<file path="config.mk">
export PLATFORM = sky130hd
export DESIGN_NAME = exec_unit
export DESIGN_NICKNAME = d
export VERILOG_FILES = /design/src/rtl/exec_unit.sv
export SDC_FILE = /design/constraint.sdc
export NUM_CORES = 1
export LEC_CHECK = 0
export BUFFER_PORTS_ARGS = -buffer_cell sky130_fd_sc_hd__clkbuf_2
export CORE_ASPECT_RATIO = 0.9
export CORE_MARGIN = 4
export CORE_UTILIZATION = 57
export DETAILED_ROUTE_END_ITERATION = 8
export PLACE_DENSITY_LB_ADDON = 0.15
export SKIP_LAST_GASP = 1
export SYNTH_ARGS = -nofsm -noshare
export SYNTH_HDL_FRONTEND = slang
export SYNTH_SLANG_ARGS = --single-unit
</file>
<file path="constraint.sdc">
create_clock -name CLK -period 4.9 [get_ports CLK]
set_input_delay 0 -clock CLK [delete_from_list [all_inputs] [get_ports CLK]]
set_output_delay 0 -clock CLK [all_outputs]
set_load 0.01 [all_outputs]
</file>
<file path="src/rtl/exec_unit.sv">
// Execute unit: single-cycle ALU ops plus an iterative signed shift-add multiplier,
// fronted by a valid/ready handshake so the multiply can stall the issuing stage.
module exec_unit #(
  parameter int WIDTH  = 16,
  parameter int PC_INC = 2
) (
  input  logic             CLK,
  input  logic             Reset,
  input  logic             In_Flush,
  input  logic             In_Valid,
  output logic             Out_Ready,
  input  logic [3:0]       In_Op,
  input  logic [WIDTH-1:0] In_A,
  input  logic [WIDTH-1:0] In_B,
  input  logic [WIDTH-1:0] In_Imm,
  input  logic [1:0]       In_SrcB,
  output logic             Out_Valid,
  output logic [WIDTH-1:0] Out_Result,
  output logic             Out_Zero,
  output logic             Out_Overflow
);

  localparam int SHW = $clog2(WIDTH);
  localparam int CW  = $clog2(WIDTH) + 1;
  localparam int PW  = 2 * WIDTH;

  localparam logic [3:0] OP_ADD  = 4'd0;
  localparam logic [3:0] OP_SUB  = 4'd1;
  localparam logic [3:0] OP_AND  = 4'd2;
  localparam logic [3:0] OP_OR   = 4'd3;
  localparam logic [3:0] OP_XOR  = 4'd4;
  localparam logic [3:0] OP_NOR  = 4'd5;
  localparam logic [3:0] OP_SLT  = 4'd6;
  localparam logic [3:0] OP_SLTU = 4'd7;
  localparam logic [3:0] OP_SLL  = 4'd8;
  localparam logic [3:0] OP_SRL  = 4'd9;
  localparam logic [3:0] OP_SRA  = 4'd10;
  localparam logic [3:0] OP_MUL  = 4'd11;

  typedef enum logic {S_IDLE, S_MUL} state_t;

  state_t           state, state_next;
  logic [CW-1:0]    cnt;
  logic [PW-1:0]    acc;
  logic [PW-1:0]    mcand;
  logic [WIDTH-1:0] mplier;

  logic [WIDTH-1:0] bsel;
  logic [SHW-1:0]   shamt;
  logic [WIDTH-1:0] sum, diff, alu_res;
  logic             alu_ovf;
  logic             accept, last;
  logic [PW-1:0]    addend, acc_step;
  logic             mul_ovf;

  assign Out_Ready = (state == S_IDLE);
  assign accept    = Out_Ready && In_Valid && !In_Flush;

  always_comb begin
    unique case (In_SrcB)
      2'd0:    bsel = In_B;
      2'd1:    bsel = WIDTH'(PC_INC);
      2'd2:    bsel = In_Imm;
      default: bsel = '0;
    endcase
  end

  assign shamt = bsel[SHW-1:0];
  assign sum   = In_A + bsel;
  assign diff  = In_A - bsel;

  // NOTE: every variable written in a combinational block gets a default first,
  // so no path through the case statement can infer a latch.
  always_comb begin
    alu_res = '0;
    alu_ovf = 1'b0;
    case (In_Op)
      OP_ADD: begin
        alu_res = sum;
        alu_ovf = (In_A[WIDTH-1] == bsel[WIDTH-1]) && (sum[WIDTH-1] != In_A[WIDTH-1]);
      end
      OP_SUB: begin
        alu_res = diff;
        alu_ovf = (In_A[WIDTH-1] != bsel[WIDTH-1]) && (diff[WIDTH-1] != In_A[WIDTH-1]);
      end
      OP_AND:  alu_res = In_A & bsel;
      OP_OR:   alu_res = In_A | bsel;
      OP_XOR:  alu_res = In_A ^ bsel;
      OP_NOR:  alu_res = ~(In_A | bsel);
      OP_SLT:  alu_res = {{(WIDTH-1){1'b0}}, ($signed(In_A) < $signed(bsel))};
      OP_SLTU: alu_res = {{(WIDTH-1){1'b0}}, (In_A < bsel)};
      OP_SLL:  alu_res = In_A << shamt;
      OP_SRL:  alu_res = In_A >> shamt;
      OP_SRA:  alu_res = $unsigned($signed(In_A) >>> shamt);
      default: ;
    endcase
  end

  // The multiplier's sign bit carries negative weight, so the final step subtracts.
  assign last     = (cnt == CW'(1));
  assign addend   = mplier[0] ? mcand : '0;
  assign acc_step = last ? (acc - addend) : (acc + addend);
  assign mul_ovf  = !((&acc_step[PW-1:WIDTH-1]) || ~(|acc_step[PW-1:WIDTH-1]));

  always_comb begin
    state_next = state;
    unique case (state)
      S_IDLE: if (accept && In_Op == OP_MUL) state_next = S_MUL;
      S_MUL:  if (In_Flush || last)          state_next = S_IDLE;
      default: state_next = S_IDLE;
    endcase
  end

  // NOTE: sequential state uses non-blocking assignments only, so every register
  // samples pre-edge values regardless of block ordering.
  always_ff @(posedge CLK or posedge Reset) begin
    if (Reset) state <= S_IDLE;
    else       state <= state_next;
  end

  always_ff @(posedge CLK or posedge Reset) begin
    if (Reset) begin
      cnt          <= '0;
      acc          <= '0;
      mcand        <= '0;
      mplier       <= '0;
      Out_Valid    <= 1'b0;
      Out_Result   <= '0;
      Out_Zero     <= 1'b1;
      Out_Overflow <= 1'b0;
    end else begin
      Out_Valid <= 1'b0;
      unique case (state)
        S_IDLE: begin
          if (accept) begin
            if (In_Op == OP_MUL) begin
              mcand  <= {{WIDTH{In_A[WIDTH-1]}}, In_A};
              mplier <= bsel;
              acc    <= '0;
              cnt    <= CW'(WIDTH);
            end else begin
              Out_Valid    <= 1'b1;
              Out_Result   <= alu_res;
              Out_Zero     <= (alu_res == '0);
              Out_Overflow <= alu_ovf;
            end
          end
        end
        S_MUL: begin
          if (!In_Flush) begin
            acc    <= acc_step;
            mcand  <= mcand << 1;
            mplier <= mplier >> 1;
            cnt    <= cnt - CW'(1);
            if (last) begin
              Out_Valid    <= 1'b1;
              Out_Result   <= acc_step[WIDTH-1:0];
              Out_Zero     <= (acc_step[WIDTH-1:0] == '0);
              Out_Overflow <= mul_ovf;
            end
          end
        end
        default: ;
      endcase
    end
  end

endmodule

</file>
## Word level (Yosys, flattened, before mapping)

Index checks and enable logic that the tools add are counted.

- $add $sub $neg: 5
- Magnitude comparators: 2
- Eq/ne operators: 23
- Shifts and indexed selects: 3
- Muxes and demuxes: 44
- Bitwise logic cells: 6
- Reductions and logical operators: 17

Operators by type and width:

| cell | number |
|---|---|
| $mux W32 | 8 |
| $pmux W16 S11 | 1 |
| $pmux W32 S2 | 2 |
| $mux W16 | 7 |
| $pmux W16 S2 | 2 |
| $pmux W16 S3 | 1 |
| $add A32 B32 Y32 | 1 |
| $logic_not A16 Y1 | 2 |
| $lt A16 B16 Y1 | 2 |
| $sub A32 B32 Y32 | 1 |
| $reduce_and A17 Y1 | 1 |
| $reduce_or A17 Y1 | 1 |
| $add A16 B16 Y16 | 1 |
| $and A16 B16 Y16 | 1 |
| $eq A4 B3 Y1 const B | 4 |
| $eq A4 B4 Y1 const B | 4 |
| $not A16 Y16 | 1 |
| $or A16 B16 Y16 | 1 |
| $shl A16 B4 Y16 | 1 |
| $shr A16 B4 Y16 | 1 |
| $sshr A16 B4 Y16 | 1 |
| $sub A16 B16 Y16 | 1 |
| $xor A16 B16 Y16 | 1 |
| $mux W5 | 3 |
| other kinds (21) | 51 |

- Register bits after elaboration: 105
- Bits of input ports: 58
- Output and inout bits: 20
- Word-level logic and storage cells: 109

## Depth between registers and ports, before layout

- Depth after elaboration: 10
- Mapped depth: 25
- Depth with buffers taken out: 22

## Worst setup path before layout

No wires, ideal clock.

- Path type: register to register
- Start point: register mplier[0]
- End point: register Out_Overflow
- Setup time: 121 ps
- Data arrival time: 4,491 ps
- Data required time: 4,779 ps
- Setup slack: 289 ps
- Cell stages (with the launch flop): 25
- Path buffers: 3
- Period minus slack after synthesis: 4,611 ps
- Cell sequence: dfrtp_1 -> clkbuf_1 -> clkbuf_1 -> nand2_1 -> ha_1 -> o21a_1 -> o21a_1 -> nand2_1 -> a21oi_1 -> inv_1 -> o21ai_0 -> o211ai_1 -> ha_1 -> clkbuf_1 -> a21oi_1 -> o21ai_1 -> or3_1 -> nor3_1 -> nor2_1 -> xor2_1 -> or2_2 -> nor4b_1 -> and4_1 -> a32o_1 -> o21ai_1

- Word-level cells in the longest chain between the ends: 10
- Elaborated cells on any way between the ends: 12
- Those cells by class: add/sub (2); mux (5); bitwise (1); reduce/logical (4)

RTL lines:

| what | RTL line | source |
|---|---|---|
| start: declaration | 46 | `logic [WIDTH-1:0] mplier;` |
| start signal: assignment | 138 | `mplier <= bsel;` |
| start signal: assignment | 153 | `mplier <= mplier >> 1;` |
| $mux W32 (*) | 101 | `assign addend = mplier[0] ? mcand : '0;` |
| $add A32 B32 Y32 / $sub A32 B32 Y32 (equally long branches) | 102 | `assign acc_step = last ? (acc - addend) : (acc + addend);` |
| $mux W32 (*) | 102 |  |
| $reduce_or A17 Y1 | 103 | `assign mul_ovf = !((&acc_step[PW-1:WIDTH-1]) \|\| ~(\|acc_step[PW-1:WIDTH-1]));` |
| $not A1 Y1 | 103 |  |
| $logic_or A1 B1 Y1 (*) | 103 |  |
| $logic_not A1 Y1 (*) | 103 |  |
| $mux W1 (*) | 155 | `if (last) begin` |
| $mux W1 (*) | 150 | `if (!In_Flush) begin` |
| $pmux W1 S2 (*) | 133 | `unique case (state)` |
| end signal: assignment | 145 | `Out_Overflow <= alu_ovf;` |
| end signal: assignment | 159 | `Out_Overflow <= mul_ovf;` |
| end: declaration | 20 | `output logic Out_Overflow` |

Every way passes the cells marked *; elsewhere a longest branch is shown, timed or not. The select of a mux whose other input is x is not followed.
A chain may end at the register's enable or synchronous reset.

## Worst setup path in the final report

- Start point: register cnt[1]
- End point: register Out_Overflow

- Word-level cells in the longest chain between the ends: 9
- Elaborated cells on any way between the ends: 12
- Those cells by class: eq/ne (2); mux (4); bitwise (1); reduce/logical (5)

RTL lines:

| what | RTL line | source |
|---|---|---|
| start: declaration | 43 | `logic [CW-1:0] cnt;` |
| start signal: assignment | 140 | `cnt <= CW'(WIDTH);` |
| start signal: assignment | 154 | `cnt <= cnt - CW'(1);` |
| $eq A5 B1 Y1 (*) | 100 | `assign last = (cnt == CW'(1));` |
| $mux W32 | 102 |  |
| $reduce_or A17 Y1 | 103 |  |
| $not A1 Y1 | 103 |  |
| $logic_or A1 B1 Y1 | 103 |  |
| $logic_not A1 Y1 | 103 |  |
| $mux W1 | 155 |  |
| $mux W1 | 150 |  |
| $pmux W1 S2 | 133 |  |

Marked as above.

==> out/qor.txt <==
total wire length - 47.2 mm
number of optimization iterations in the first detailed-route pass - 6
post-synthesis cell type with the largest combined area - sky130_fd_sc_hd__dfrtp_1
Layout Nets - 1822
Max Fanout on Critical Path - 9
number of nets still failing antenna checks after routing - 0
total leakage power - 5.75 nW
HPWL after DPL - 35.5 mm
run status - finished, final reports clean
sequential area share after synthesis - 0.215
P_int - 2.47 mW
power share of the clock group - 0.152
DRT iter0 DRCs - 1941
Top-Level Pins - 78
part of the power in combinational logic - 0.593
post-synthesis instance area - 12200 um2
time the worst path needs with I/O delays and setup - 4.73 ns
area used by sequential logic in the layout - 2630 um2
Core Rows - 50
Post-Synthesis Net Count - 1793
aggregate global-route resource usage - 0.377
most common cell after layout, fill and taps aside - sky130_fd_sc_hd__nand2_1
synth-to-layout area growth - 9.41%
initial antenna violation count - 2
insertion delay of the later-clocked pin in the worst-skew pair - 0.36 ns
Die Height - 147 um
largest incremental delay on the critical path - 0.56 ns
switching power share of the total - 0.478
startpoint-to-endpoint class of the critical path - flop to flop
library cell contributing the largest single delay on the critical path - sky130_fd_sc_hd__a21oi_1
vias in the first global route - 12047
global-route congestion overflow total - 0
global-route wire length before repair - 70.6 mm
startpoint type of the worst setup path - flop
achievable frequency - 211 MHz
worst hold path class - input pin to flop
Post-synth EDFFs - 0
routed length on met1 - 20.0 mm
initial cell density of the core - 0.584
Psw - 2.26 mW
number of endpoints with negative hold slack in the final report - 0
final worst path period share - 0.966
DRC errors left - 0
routed via count divided by cell count - 6.94
routed wire length per instance - 24.0 um
unique cell type count in the Yosys netlist - 96
count of warnings emitted by yosys - 0
leading cell types in the layout, fill and taps excluded - 234 x sky130_fd_sc_hd__nand2_1, 134 x sky130_fd_sc_hd__nor2_1, 126 x sky130_fd_sc_hd__o21ai_0
final setup vio count - 0
number of buffers inserted during clock tree synthesis - 9
number of inserted diodes - 0
final standard cell area without fillers - 13400 um2
total met2 wirelength after detailed routing - 18.7 mm
cells along the critical path - inv_1 > ha_1 > or4b_4 > o21ai_0 > inv_1 > ha_1 > nor2b_1 > o2111ai_1 > a21oi_1 > o211a_1 > nor3_2 > nand2b_1 > or4_4 > nor4b_4 > and4_1 > a32o_1 > o21ai_1
max-capacitance violation count - 0
power density normalized to cell area - 353 nW/um2
core utilization of the finished layout - 0.639
via count - 13672
Synth top area share - 0.213
most frequently used flop master after synthesis - sky130_fd_sc_hd__dfrtp_1
share of power burned in registers - 0.255
Buf+Inv Stages, Crit Path - 2
async set-or-reset flop fraction in the synthesized netlist - 1.00
number of levels the H-tree was split into - 3
overall die area - 23900 um2
top routing layer used - met5
Crit path max-delay family - simple AND/OR/NAND/NOR gates
synthesized area divided by synthesized cell count - 7.42 um2
Sink Count - 105
register bit total from synthesis - 105
max-slew violation count - 0
horizontal die dimension - 162 um
PortBufs - 77
instance count of the mapped netlist - 1649
WP data required - 5.13 ns
Multi-input gate area - 9030 um2
maximum buffer depth of the clock tree - 2
worst-margin pin slew - 1.11 ns
core region area - 21000 um2
final weighted congestion of routability-driven global placement - 1.05
kind of end point of the critical path - flop
pin count of the biggest net entering global routing - 116
arrival time at the worst endpoint - 4.96 ns
maximum vdd drop - 0.201 mV
Fill cells - 1869
Max-Slew Margin vs Limit - 0.259
Cell Area, Placed - 12900 um2
fraction of final layout cells with drive strength greater than 1 - 0.137
worst clock skew - 0.0128 ns
root buffer cell - sky130_fd_sc_hd__clkbuf_16
met3 wire len - 6.95 mm
clock tree from TritonCTS - built
clock input transition at the sequential cells of the worst setup and hold paths - 0.07 ns
smallest hold slack - 0.0597 ns
cell types occupying the most area after synthesis - sky130_fd_sc_hd__dfrtp_1 21%, sky130_fd_sc_hd__ha_1 8.5%, sky130_fd_sc_hd__nand2_1 7.2%
registers in the layout, summed over array words and instances, names as in the netlist:
signal and count:
Out_Overflow 1, Out_Result 16, Out_Valid 1, mcand 32, mplier 16, cnt 5, state 1, acc 32
Out_Zero 1
layer usage:
layer,up-vias,track usage
met3,133,0.123
li1,6157,-
met5,-,0
met4,2,0.104
met2,965,0.515
met1,6415,0.564
final cells by class:
type	instances	share of cell area
Sequential cell	105	0.197
Timing Repair Buffer	132	0.0608
Multi-Input combinational cell	1360	0.674
Inverter	70	0.0200
Clock buffer	12	0.0192
Clock inverter	4	0.00252
Tap cell	286	0.0267
metrics by stage:
stage	setup slack (ns)	cells	setup TNS, ns	power (mW)
3_3_place_gp	-0.00925	1949	-0.00925	3.76
4_1_cts	0.0802	1966	0	4.52
2_1_floorplan	0.289	1649	0	3.01
6_report	0.168	1969	0	4.73
5_1_grt	-0.0830	1969	-0.0830	5.02
3_5_place_dp	-0.0398	1949	-0.0398	3.79
cell usage after synthesis (all sizes together), types with 17 or more instances:
cell type	instances
a221o	17
o21a	20
xor2	23
a31oi	19
buf	48
clkbuf	66
nand2b	20
a21o	20
a21oi	129
inv	66
o31ai	17
nand3	26
nand2	235
or2	22
dfrtp	104
o22ai	22
ha	83
o211ai	43
a211oi	22
nor2	136
xnor2	30
nor3	26
mux2i	44
o21ai	147
logic make-up (layout without fill, tap and decap cells):
family / Yosys count / after routing / synth area share
buffers and inverters: 184 / 218 / 0.0632
DFF: 105 / 105 / 0.215
xor gates and xnor gates: 53 / 53 / 0.0379
muxes: 58 / 58 / 0.0529
AOI/OAI and AO/OA: 597 / 597 / 0.325
and+or+nand+nor: 566 / 566 / 0.216
adders and majority gates: 86 / 86 / 0.0898
final timing paths:
check	from	end	slack [ns]	cells past startpoint
worst max-delay path	cnt[1]	Out_Overflow	0.17	17
worst min-delay path	In_Flush	acc[1]	0.06	2
worst max register to register	cnt[1]	Out_Overflow	0.17	17
worst min register to register	Out_Result[14]	Out_Result[14]	0.48	2
max in group asynchronous	Reset	mplier[4]	3.45	4
min in group asynchronous	Reset	acc[4]	0.26	3
power by group through the flow:
stage | clock network [mW] | registers [mW] | logic [mW]
3_5_place_dp | 0 | 1.20 | 2.59
6_report | 0.720 | 1.21 | 2.80
3_3_place_gp | 0 | 1.19 | 2.56
2_1_floorplan | 0 | 1.17 | 1.84
5_1_grt | 0.768 | 1.22 | 3.03
4_1_cts | 0.725 | 1.19 | 2.61
repair_timing:
action                     4_1_cts  5_1_grt
pin swaps                        0        6
setup buffers                    0        3
hold endpoints to repair        47        0
setup endpoints to repair        1        2
resized for setup                2       33
hold buffers                     1        0
worst reg2reg max path: cells and delay by family (launching register included):
family	cells	cell delay, ns
adders and majority gates	2	0.45
AOI/OAI and AO/OA	6	1.71
and+or+nand+nor	7	1.90
DFF	1	0.37
buffers and inverters	2	0.20
No activity file was read; power rests on OpenSTA's default activity.
